File: src/rtl/i2c_master_rx_collector.sv
// rtl/i2c_master_rx_collector.sv - reassembles I2C read bits into bytes and queues them in a FWFT FIFO
// Also drives the per-byte NACK decision for multi-byte reads.
module i2c_master_rx_collector #(
  parameter  int FIFO_DEPTH = 4,
  parameter  int CNT_W      = 8,
  localparam int AW         = $clog2(FIFO_DEPTH)
) (
  input  logic             clk,
  input  logic             rst_n,
  input  logic             start,
  input  logic [CNT_W-1:0] byte_count,
  input  logic             abort,
  input  logic             bit_data,
  input  logic             bit_load,
  input  logic             byte_finish,
  output logic             nack,
  output logic             busy,
  output logic             done,
  output logic [7:0]       out_data,
  output logic             out_valid,
  input  logic             out_ready,
  output logic [AW:0]      fifo_level,
  output logic             overflow,
  output logic             frame_err
);

  typedef enum logic [1:0] {S_IDLE, S_COLLECT, S_FINISH} state_t;

  state_t           state, state_d;
  logic [7:0]       shreg, shreg_nx;
  logic [3:0]       bit_cnt, cnt_nx;
  logic [CNT_W-1:0] bytes_left, bytes_left_d;
  logic             load_ok, extra_bit, fin, push, pop, full, wr_en, go;
  logic [7:0]       mem [FIFO_DEPTH];
  logic [AW-1:0]    wr_ptr, rd_ptr;

  always_ff @(posedge clk or negedge rst_n) begin
    if (!rst_n) state <= S_IDLE;
    else        state <= state_d;
  end

  always_comb begin
    state_d = state;
    if (abort) begin
      state_d = S_IDLE;
    end else begin
      case (state)
        S_IDLE:    if (start) state_d = (byte_count != '0) ? S_COLLECT : S_FINISH;
        S_COLLECT: if (byte_finish && bytes_left == CNT_W'(1)) state_d = S_FINISH;
        default:   state_d = S_IDLE;
      endcase
    end
  end

  always_comb begin
    busy = (state != S_IDLE);
    done = (state == S_FINISH);
  end

  // byte_finish judges the bit count including a bit loaded in the same cycle
  always_comb begin
    go        = (state == S_IDLE) && start;
    load_ok   = (state == S_COLLECT) && bit_load && (bit_cnt < 4'd8);
    extra_bit = (state == S_COLLECT) && bit_load && (bit_cnt == 4'd8);
    shreg_nx  = load_ok ? {shreg[6:0], bit_data} : shreg;
    cnt_nx    = bit_cnt + 4'(load_ok);
    fin       = (state == S_COLLECT) && byte_finish;
    push      = fin && (cnt_nx == 4'd8);
    if (abort)    bytes_left_d = '0;
    else if (go)  bytes_left_d = byte_count;
    else if (fin) bytes_left_d = bytes_left - CNT_W'(1);
    else          bytes_left_d = bytes_left;
  end

  always_comb begin
    out_valid = (fifo_level != '0);
    out_data  = out_valid ? mem[rd_ptr] : 8'h00;
    full      = (fifo_level == (AW+1)'(FIFO_DEPTH));
    pop       = out_valid && out_ready;
    wr_en     = push && (!full || pop);
  end

  always_ff @(posedge clk or negedge rst_n) begin
    if (!rst_n) begin
      shreg      <= '0;
      bit_cnt    <= '0;
      bytes_left <= '0;
      nack       <= 1'b0;
      wr_ptr     <= '0;
      rd_ptr     <= '0;
      fifo_level <= '0;
      overflow   <= 1'b0;
      frame_err  <= 1'b0;
    end else begin
      bytes_left <= bytes_left_d;
      nack       <= (state_d == S_COLLECT) && (bytes_left_d == CNT_W'(1));
      if (abort) begin
        shreg      <= '0;
        bit_cnt    <= '0;
        wr_ptr     <= '0;
        rd_ptr     <= '0;
        fifo_level <= '0;
      end else begin
        shreg   <= shreg_nx;
        bit_cnt <= (fin || go) ? 4'd0 : cnt_nx;
        if (go) begin
          overflow  <= 1'b0;
          frame_err <= 1'b0;
        end
        if (extra_bit || (fin && cnt_nx != 4'd8)) frame_err <= 1'b1;
        if (push && full && !pop) overflow <= 1'b1;
        if (wr_en) wr_ptr <= wr_ptr + AW'(1);
        if (pop)   rd_ptr <= rd_ptr + AW'(1);
        fifo_level <= fifo_level + (AW+1)'(wr_en) - (AW+1)'(pop);
      end
    end
  end

  always_ff @(posedge clk) begin
    if (wr_en && !abort) mem[wr_ptr] <= shreg_nx;
  end

endmodule

File: config.mk
export PLATFORM = sky130hd
export DESIGN_NAME = i2c_master_rx_collector
export DESIGN_NICKNAME = d
export VERILOG_FILES = /design/src/rtl/i2c_master_rx_collector.sv
export SDC_FILE = /design/constraint.sdc
export NUM_CORES = 1
export LEC_CHECK = 0
export BUFFER_PORTS_ARGS = -buffer_cell sky130_fd_sc_hd__buf_2
export CAP_MARGIN = 10
export CORE_MARGIN = 2
export CORE_UTILIZATION = 48
export CTS_CLUSTER_SIZE = 14
export DETAILED_ROUTE_END_ITERATION = 7
export PLACE_DENSITY = 0.64
export SETUP_SLACK_MARGIN = 0.05
export SYNTH_ARGS = -nofsm -noshare
export SYNTH_HDL_FRONTEND = slang
export SYNTH_SLANG_ARGS = --single-unit
File: constraint.sdc
create_clock -name clk -period 7 [get_ports clk]
set_input_delay 0.7 -clock clk [delete_from_list [all_inputs] [get_ports clk]]
set_output_delay 0.7 -clock clk [all_outputs]
set_load 0.02 [all_outputs]
---- After elaboration in Yosys (flattened, before gate mapping) ----
Memory sizes are Yosys's and may differ from the RTL's.
Index checks and enable logic that the tools add are counted.
word-level totals
  memories kept ........................... 1
  output and inout bits ................... 17
  logic and storage cells ................. 81
  bits of input ports ..................... 16
  memory bits (writable) .................. 32
  register bits after elaboration ......... 32
operators by class
  add/sub/neg operators ................... 6
  bitwise gates (word level) .............. 1
  reduce and logical (&&, ||, !) cells .... 30
  mux-type cells .......................... 23
  equality and inequality tests ........... 9
  magnitude comparators ................... 1
memory list
  memory  depth  bits a word  read ports  clocked after memory_dff  write ports  RTL line  source
  mem     4      8            1           0                         1            34        logic [7:0] mem [FIFO_DEPTH];
operators with widths
  operator                                                                number
  8-bit 2-to-1 mux                                                        6
  8-bit by 1-bit equality test with 1-bit output (second input constant)  2
  2-bit 2-to-1 mux                                                        8
  1-bit logical AND                                                       14
  2-bit nonzero test                                                      5
  4-bit equality test (second input constant)                             2
  4-bit 2-to-1 mux                                                        2
  8-bit nonzero test                                                      1
  8-bit by 1-bit subtractor with 8-bit output (second input constant)     1
  1-bit 2-to-1 mux                                                        5
  2-bit by 1-bit adder with 2-bit output (second input constant)          2
  4-bit by 1-bit adder with 4-bit output                                  1
  2-bit by 1-bit equality test with 1-bit output (second input constant)  2
  4-bit < comparator (second input constant)                              1
  4-bit != test (second input constant)                                   1
  2-bit case mux with 2 select lines                                      1
  2-bit AND reduction                                                     2
  3-bit by 1-bit adder with 3-bit output                                  1
  3-bit equality test (second input constant)                             1
  1-bit zero test                                                         3
  1-bit logical OR                                                        3
  3-bit 2-to-1 mux                                                        1
  3-bit nonzero test                                                      1
  3-bit by 1-bit subtractor with 3-bit output                             1
  3 further kinds                                                         3

---- Longest topological paths before layout ----
  word-level depth ........................ 10
  depth in mapped cells ................... 18
  depth with buffers taken out ............ 16

---- Worst setup path before layout ----
OpenSTA, ideal clock, no wires.
  path kind ............................... register to register
  start point ............................. register state[1]
  end point ............................... register fifo_level[2]
  clock period less this slack ............ 3.761 ns
  required time ........................... 6.868 ns
  setup slack ............................. 3.239 ns
  cell stages (with the launch flop) ...... 18
  arrival time ............................ 3.629 ns
  cells stage by stage .................... dfrtp_1 > buf_6 > and2b_1 > nand2_1 > nor2_4 > ha_1 > ha_1 > or3_1 > or4_1 > buf_2 > ha_1 > inv_1 > ha_1 > inv_1 > fa_1 > xor2_1 > xnor2_1 > nor2_1
on the way
  word-level cells in the longest chain between the ends .. 10
  elaborated cells between the ends (all ways) .. 11
  those cells by class .................... 3 x add/sub; 2 x eq/ne; 1 x mux; 5 x reduce/logical
ends and longest elaborated chain
  item                                              RTL line  source
  start, declared                                   29        state_t state, state_d;
  start signal, assigned                            39        else state <= state_d;
  2-bit by 1-bit equality test with 1-bit output *  63, 67
  1-bit logical AND (2 in a row)                    63        load_ok = (state == S_COLLECT) && bit_load && (bit_cnt < 4'd8);
  4-bit by 1-bit adder with 4-bit output            66        cnt_nx = bit_cnt + 4'(load_ok);
  4-bit equality test                               68        push = fin && (cnt_nx == 4'd8);
  1-bit logical AND *                               68
  1-bit logical AND *                               80        wr_en = push && (!full || pop);
  3-bit by 1-bit adder with 3-bit output *          114       fifo_level <= fifo_level + (AW+1)'(wr_en) - (AW+1)'(pop);
  3-bit by 1-bit subtractor with 3-bit output *     114
  3-bit 2-to-1 mux *                                97        if (abort) begin
  end signal, assigned                              114
  end, declared                                     22        output logic [AW:0] fifo_level,
Mark *: on every way between the ends. The rest lies on a longest branch, timed or not.
A chain may end at the register's enable or synchronous reset.

---- Worst setup path in the final report ----
  start point ............................. register state[0]
  end point ............................... register fifo_level[2]
The elaborated chain is that of the path after synthesis.

==> flow_summary_export.csv <==
group,metric,value,unit
logic_synthesis,asyncSetResetFlopFracSynth,50.0,%
sta,timing.final.hold_violations,0,
clocking,cts_made_buffers,9,
clocking,ctsResizeCount,0,
place,place_congestion,0.848,
floorplanning,core_area,0.00631,mm2
logic_synthesis,net_count_after_synthesis,265,
sta,worst-slew-pin-transition,0.746,ns
critical_path,worst_ep_required_time,7.19,ns
logic_synthesis,number_of_distinct_library_cells_after_synthesis,58,
grt,grt_max_degree,37,
critical_path,critical_path.startpoint_type,"register",
layout,share_of_post_route_cells_with_drive_strength_above_1,24.5,%
sta,rsz0062_at_grt,"no",
layout,multi_input_area,0.00126,mm2
clocking,cts_num_sinks,64,
critical_path,timing.critical_path.slowest_stage_cell,"or4_1",
layout,seq_area,0.00176,mm2
critical_path,path_depth,15,
power,total_leakage_power,1.49,nW
sta,period_share,59.0,%
sta,fmax,0.242,GHz
grt,grt_pass1_wl,9.73,mm
logic_synthesis,synth_warnings,0,
power,cellPowerDensity,235,mW/mm2
clocking,root_buffer_cell,"clkbuf_8",
routing,drc_errors,0,
routing,wl,5.79,mm
layout,antenna_cells,0,
run_status,outcome,"completed",
critical_path,rrSetupSlack,2.87,ns
logic_synthesis,proportion_of_synthesized_chip_area_in_sequential_cells,56.5,%
floorplanning,rows,29,
floorplanning,die_width,84.6,um
routing,ant_nets,0,
logic_synthesis,syn_inst,238,
layout,fillers,556,
routing,avgRoutedWirePerCell,16.5,um
sta,timing.final.setup_violations,0,
critical_path,worstRegToRegCells,15,
place,placed_cell_area,0.00331,mm2
logic_synthesis,top_cell_type_s_share_of_synthesized_area,30.8,%
sta,final.setup_skew,0.00809,ns
critical_path,r2r_end,"fifo_level[2]$_DFF_PN0_",
grt,vias_in_the_first_global_route,2002,
clocking,clock_latency,0.34,ns
critical_path,critical_path.endpoint_type,"register",
power,maximum_vdd_ir_drop,0.149,mV
logic_synthesis,post_synth_instance_area,0.00312,mm2
critical_path,crit_family,"simple AND/OR/NAND/NOR gates",
critical_path,timing.critical_path.buf_inv,2,
critical_path,crit_end,"fifo_level[2]$_DFF_PN0_",
routing,avgViaCountPerCell,5.53,
place,place.port_buffers,32,
clocking,ctsLongestPathBuffers,2,
logic_synthesis,post_synth_main_area_contributors,"edfxtp_1, dfrtp_1, mux4_2, ha_1, and2_1",
sta,post-route-min-period,4.13,ns
clocking,cts_tree,"built",
routing,first_pass_iters,4,
critical_path,timing.critical_path.mode_cell,"ha_1",
clocking,cts.hold.buffers_added,0,
sta,timing_max_transition_violations_final,0,
routing,vias,1942,
clocking,htree_num_levels,3,
critical_path,worstPathMaxFanout,12,
critical_path,worstPathCellList,"and2b_1, nand2_1, nor2_4, ha_1, ha_1, or3_1, or4_1, ha_1, inv_1, ha_1, inv_1, fa_1, xor2_1, xnor2_1, nor2_1",
sta,totalNegativeSetupSlack,0,ns
critical_path,r2r-start,"state[0]$_DFF_PN0_",
logic_synthesis,synth_seq_cells,64,
min_path,hold_class,"in -> async",
grt,grt.overflow.total,0,
floorplanning,num_io_pins,33,
logic_synthesis,number_of_enable_type_register_cells_in_the_synthesized_netlist,32,
logic_synthesis,synth_commonest_cells,"dfrtp_1, edfxtp_1, nor2_1, and2_1, nor2b_1",
layout,post-route-cell-area,0.00352,mm2
sta,relSlewSlack,49.6,%
clocking,cts_setup_buffers,0,
grt,grt_antenna_before_repair,0,
critical_path,cp-startpoint,"state[0]$_DFF_PN0_",
logic_synthesis,ys_flop_type,"edfxtp_1",
flow_run,maxCapViolations,0,
layout,net_count_of_the_finished_layout,296,
logic_synthesis,synth.largest_area_cell,"edfxtp_1",
grt,grt_use_total,17.7,%
critical_path,arrival_time_of_the_worst_setup_path,4.32,ns
floorplanning,initial_utilization,49.4,%
floorplanning,die_h,84.6,um
logic_synthesis,synth.avg_cell_area,13.1,um2
layout,area_growth_from_synthesis_to_layout,13.0,%
clocking,clk_transition_reported_paths,0.07,ns
critical_path,timing_worst_setup_path_type,"reg -> reg",
routing,first_iteration_detailed_routing_drc_count,97,
floorplanning,die-area,0.00716,mm2
place,dp_hpwl,4.12,mm
critical_path,crit_path_max_cell_delay,0.63,ns
routing by layer:
layer	track usage [%]	up-vias	share of wire, %
met5	0	-	0
met4	6.06	0	1.3
met3	4.62	10	5.0
met2	26.8	53	45
met1	25.0	943	49
li1	-	936	-
worst register-to-register path, stage by stage, from the launching register on:
cell and delay [ns]:
dfrtp_1 0.54, and2b_1 0.29, nand2_1 0.12, nor2_4 0.25
ha_1 0.23, ha_1 0.24, or3_1 0.38, or4_1 0.63
ha_1 0.33, inv_1 0.05, ha_1 0.14, inv_1 0.05
fa_1 0.37, xor2_1 0.18, xnor2_1 0.14, nor2_1 0.06
final cells by class:
class	instances	area share, %
timing repair buffer	32	4.55
sequential	64	50.0
tap	77	2.74
clock inverter	6	2.42
multi-input combinational	155	35.9
clock buffer	10	3.62
inverter	7	0.746
flip-flops by register name (all words and copies together) (netlist names):
name	flops
nack	1
bytes_left	8
rd_ptr	2
fifo_level	3
mem	32
bit_cnt	4
wr_ptr	2
shreg	8
frame_err	1
state	2
overflow	1
cell usage in the layout (no fill, tap or decap), drive strengths merged, types with 3 or more instances in the layout:
master and instances:
dfrtp 32, buf 32, edfxtp 32, nor2 24, and2 14, nor2b 11, ha 10, clkbuf 10
mux4 8, mux2 8, inv 7, xor2 6, a21oi 6, nor3 6, nand2 5, and3 4
xnor2 4, nand3b 3, nor4b 3, nand4 3, a211oi 3, or2 3, o21ai 3, clkinv 3
power by group:
part	switching, W	internal [W]
clock network	0.000138	0.000199
registers	0.0000101	0.000401
logic	0.0000477	0.0000302
worst min path at each step:
stage / startpoint / endpoint / slack [ns] / cells after the start
2_1_floorplan: rst_n / bit_cnt[0]$_DFF_PN0_ / 0.40 / 0
3_3_place_gp: overflow$_DFFE_PN0P_ / overflow$_DFFE_PN0P_ / 0.49 / 2
3_5_place_dp: overflow$_DFFE_PN0P_ / overflow$_DFFE_PN0P_ / 0.48 / 2
4_1_cts: rst_n / bytes_left[3]$_DFF_PN0_ / 0.45 / 1
5_1_grt: rst_n / fifo_level[1]$_DFF_PN0_ / 0.48 / 1
6_report: rst_n / fifo_level[0]$_DFF_PN0_ / 0.42 / 1
logic make-up (layout without fill, tap and decap cells):
logic type / count (synthesis) / after routing / synth area share [%]
and+or+nand+nor: 92 / 92 / 17.7
xor gates and xnor gates: 10 / 10 / 2.81
AOI/OAI and AO/OA: 25 / 25 / 6.38
buffers and inverters: 19 / 55 / 2.93
muxes: 17 / 17 / 8.99
adders and majority gates: 11 / 11 / 4.65
DFF: 64 / 64 / 56.5
metrics by stage:
step | worst slack (ns) | util (%) | power (W) | std cells | hold slack, ns
after global routing | 2.59 | 55.8 | 0.000861 | 351 | 0.483
final | 2.87 | 55.8 | 0.000827 | 351 | 0.422
after detailed placement | 2.88 | 52.4 | 0.000497 | 335 | 0.479
after floorplan | 3.24 | - | 0.000473 | 238 | 0.404
after CTS | 2.85 | 55.8 | 0.000833 | 351 | 0.449
after global placement | 3.00 | 52.4 | 0.000496 | 335 | 0.495
No activity file was read; power rests on OpenSTA's default activity.
